**config.mk**
```make
export PLATFORM = sky130hd
export DESIGN_NAME = bitmap_slot_allocator
export DESIGN_NICKNAME = d
export VERILOG_FILES = /design/src/rtl/bitmap_slot_allocator_pkg.sv /design/src/rtl/Bitmask_1_Bit_at_Rightmost_0_Bit.sv /design/src/rtl/bitmap_slot_allocator.sv
export SDC_FILE = /design/constraint.sdc
export NUM_CORES = 1
export LEC_CHECK = 0
export BUFFER_PORTS_ARGS = -buffer_cell sky130_fd_sc_hd__buf_2
export CELL_PAD_IN_SITES_DETAIL_PLACEMENT = 1
export CELL_PAD_IN_SITES_GLOBAL_PLACEMENT = 2
export CORE_AREA = 2 2 50 52
export CTS_BUF_LIST = sky130_fd_sc_hd__clkbuf_8
export CTS_CLUSTER_DIAMETER = 100
export DETAILED_ROUTE_END_ITERATION = 8
export DIE_AREA = 0 0 52 54
export MAX_ROUTING_LAYER = met4
export PLACE_DENSITY = 0.9
export SYNTH_ARGS = -nofsm -noshare
export SYNTH_HDL_FRONTEND = slang
export SYNTH_SLANG_ARGS = --single-unit
```
**constraint.sdc**
```tcl
create_clock -name clock -period 2.6 [get_ports clock]
set_clock_uncertainty 0.1 [all_clocks]
set_input_delay 0.13 -clock clock [delete_from_list [all_inputs] [get_ports clock]]
set_output_delay 0.13 -clock clock [all_outputs]
set_load 0.01 [all_outputs]
```
**src/rtl/bitmap_slot_allocator_pkg.sv**
```systemverilog
// Shared constants for the slot allocator.
// Default width for tag/slot bitmaps.
package bitmap_slot_allocator_pkg;

    localparam int DEFAULT_WORD_WIDTH = 8;

endpackage

```
**src/rtl/Bitmask_1_Bit_at_Rightmost_0_Bit.sv**
```systemverilog
// Library block: one-hot mask of the rightmost 0 bit of a word.
// All-ones input yields an all-zero mask.
module Bitmask_1_Bit_at_Rightmost_0_Bit #(
    parameter int WORD_WIDTH = 8
) (
    input  logic [WORD_WIDTH-1:0] word_in,
    output logic [WORD_WIDTH-1:0] word_out
);

    localparam logic [WORD_WIDTH-1:0] ONE = {{WORD_WIDTH-1{1'b0}}, 1'b1};

    // Carry out of the trailing ones lands on the first 0 bit.
    assign word_out = ~word_in & (word_in + ONE);

endmodule

```
**src/rtl/bitmap_slot_allocator.sv**
```systemverilog
// Bitmap slot allocator: offers the lowest free slot, accepts multi-hot
// releases, flags releases of slots that were not occupied.
module bitmap_slot_allocator
    import bitmap_slot_allocator_pkg::*;
#(
    parameter int                     WORD_WIDTH    = DEFAULT_WORD_WIDTH,
    parameter logic [WORD_WIDTH-1:0]  INIT_OCCUPIED = {WORD_WIDTH{1'b0}}
) (
    input  logic                  clock,
    input  logic                  clear,
    output logic                  alloc_valid,
    input  logic                  alloc_ready,
    output logic [WORD_WIDTH-1:0] alloc_slot,
    input  logic                  release_valid,
    input  logic [WORD_WIDTH-1:0] release_mask,
    output logic [WORD_WIDTH-1:0] occupied,
    output logic                  full,
    output logic                  empty,
    output logic                  release_error
);

    logic [WORD_WIDTH-1:0] occ;
    logic [WORD_WIDTH-1:0] grant;
    logic [WORD_WIDTH-1:0] rel;
    logic                  err_q;

    Bitmask_1_Bit_at_Rightmost_0_Bit #(
        .WORD_WIDTH (WORD_WIDTH)
    ) u_pick (
        .word_in  (occ),
        .word_out (alloc_slot)
    );

    assign alloc_valid   = |(~occ);
    assign full          = &occ;
    assign empty         = ~|occ;
    assign occupied      = occ;
    assign release_error = err_q;

    assign grant = (alloc_valid && alloc_ready) ? alloc_slot : '0;
    assign rel   = release_valid ? release_mask : '0;

    // Grant is ORed last so a bogus release of the granted bit loses.
    always_ff @(posedge clock) begin
        if (clear) begin
            occ   <= INIT_OCCUPIED;
            err_q <= 1'b0;
        end else begin
            occ   <= (occ & ~rel) | grant;
            err_q <= |(rel & ~occ);
        end
    end

endmodule

```
==> impl_metrics.yaml <==
run_status:
  status: "finished, final reports clean"
worst_setup_path:
  slowest_delay_ns: 0.49
  arrival_ns: 1.60
  crit_slowest_cell: "dfxtp_1"
  reg2reg_setup_slack_ns: 1.18
  rr_worst_depth: 3
  path_max_fanout: 10
  required_ns: 2.37
  crit_path_end_kind: "output port"
  worstSetupPathType: "flop to output port"
  cp_cell_sequence: "and4_4, nand2_4, or3_1, buf_2"
  worst_setup_path_start_kind: "flop"
global_route:
  grt_max_degree: 12
  grt_pass1_vias: 575
  grt_pass1_wl_um: 2690
  grt_overflow: 0
  grt_usage: 0.138
  antenna_found_initial: 0
sta:
  hold-worst-slack_ns: 0.0161
  timing.slew.headroom: 0.746
  drv_slew: 0
  fin_setup_tns_ns: 0
  setup_viol: 0
  hold_viol: 0
  period_needed_ns: 1.83
  post-route-period-util: 0.705
  rsz0062_at_grt: "false"
  worst_pin_slew_ns: 0.372
  max_freq_mhz: 546
power_and_ir_drop:
  leakagePower_nw: 0.342
  powerDensity_nw_per_um2: 484
  fin_total_pwr_mw: 0.347
  vdd_drop_max_mv: 0.150
clock_tree:
  htree_num_levels: 1
  clock_path_buffers: 2
  clk_latency_ns: 0.23
  cts.sinks: 9
  cts_buffers: 3
  clock-root-buffer: "clkbuf_8"
  cts_tree: "done"
  cts_repair_resize_count: 0
  clk_pin_slew_ns: 0.04
  ctsHoldBuffers: 0
  cts_setup_buffers: 0
yosys:
  async_reset_ff_frac: 0
  synth_edf_count: 0
  synth.top_cells.by_count: "dfxtp_1, a311oi_1, inv_1, nor2_1"
  synth_top_area_frac: 0.362
  synth_area_leader_cell: "dfxtp_1"
  synthesis.area_um2: 498
  ys_warn_count: 0
  post-synth-top-count-cell: "dfxtp_1"
  synth_cell_types: 24
  syn_inst: 60
  synth_seq_area_share: 0.362
  synth.avg_cell_area_um2: 8.30
  ys_top_cells_by_area: "dfxtp_1, a311oi_1, inv_1"
  syn-num-nets: 72
  synth-seq-cells: 9
  synth_ff_type: "dfxtp_1"
flow_run:
  maxCapViolCount: 0
place:
  place_area_um2: 671
  globalplace.congestion: 0.712
  dp_hpwl_um: 1330
  dpl.cell_count: 117
  io_buffers: 31
die:
  fp-row-count: 18
  core_um2: 2320
  die_height_um: 54
  initial_utilization: 0.215
  die_w_um: 52
  design.die.area_um2: 2810
  io_pins: 32
route:
  drtPass1Iterations: 4
  viasPerCell: 4.88
  vias: 591
  detail_route.wl_per_cell_um: 13.9
  drt_wl_total_um: 1690
  drt_iter0_drc: 10
  antenna_left: 0
  drc_errors: 0
layout:
  area_delta_synth_final_pct: 43.7
  drive_gt1_frac: 0.396
  fin_area_um2: 716
  diodes: 0
  finalNonFillerCells: 121
  nets: 104
min_path:
  whs_path_depth: 2
  worst_hold_path_type: "primary input to flop"
state kept, by name, indices dropped and copies added (netlist names):
register	count
occupied	8
release_error	1
cell type report:
cell class | count | area [um2]
fillers | 303 | 1600
multi-input cells | 41 | 275
flip-flops and latches | 9 | 180
repair buffers | 31 | 155
clock buffers | 3 | 41.3
well taps | 30 | 37.5
inverters | 6 | 22.5
clock inverters | 1 | 3.75
per-stage QoR:
stage	setup slack (ns)	utilization
global route	0.686	0.309
detailed placement	1.01	0.289
floorplan	1.11	-
CTS	0.750	0.309
finish	0.767	0.309
global placement	1.01	0.289
layout by cell type (no fill, tap or decap):
| cell type | instances |
|---|---|
| a22oi_1 | 2 |
| nand2_1 | 2 |
| dfxtp_1 | 9 |
| nand3_1 | 2 |
| nand2_4 | 1 |
| a21oi_1 | 2 |
| a311oi_1 | 7 |
| o41ai_1 | 1 |
| and2b_1 | 1 |
| or4_1 | 2 |
| a211o_1 | 2 |
| a2111oi_0 | 1 |
| nor3_1 | 3 |
| o31ai_1 | 1 |
| or3_1 | 1 |
| nor2_1 | 6 |
| nor2b_1 | 3 |
| and4_4 | 1 |
| inv_1 | 7 |
| clkbuf_8 | 3 |
| buf_2 | 31 |
| a31oi_1 | 2 |
| a41oi_1 | 1 |
final timing paths:
| check | start | end |
|---|---|---|
| worst min register to register | occupied[7]$_SDFF_PP0_ | occupied[7]$_SDFF_PP0_ |
| worst min-delay path | release_mask[0] | occupied[0]$_SDFF_PP0_ |
| worst max register to register | occupied[2]$_SDFF_PP0_ | release_error$_SDFF_PP0_ |
| worst max-delay path | occupied[0]$_SDFF_PP0_ | alloc_valid |
logic make-up after synthesis:
logic type             Yosys count  synth area share
flip-flops                       9             0.362
buffers and inverters           10            0.0854
AND/OR/NAND/NOR                 22             0.251
AO/OA/AOI/OAI                   19             0.302
power by group:
part,switching [mW],internal [mW]
registers,0.00620,0.142
logic,0.0236,0.0180
clock network,0.0541,0.103
critical path, delay by kind of cell (launching register included):
family | cells | cell delay (ns)
AND/OR/NAND/NOR | 3 | 0.73
buffers and inverters | 1 | 0.14
flip-flops | 1 | 0.49
per-layer routing:
metal  vias to the layer above  share of wire  track usage
li1                        289              -            -
met5                         -              0            -
met1                       277           0.43        0.153
met4                         0         0.0095       0.0658
met2                        23           0.50        0.236
met3                         2          0.066       0.0278
Note: power is estimated with default switching activity, not from simulation.
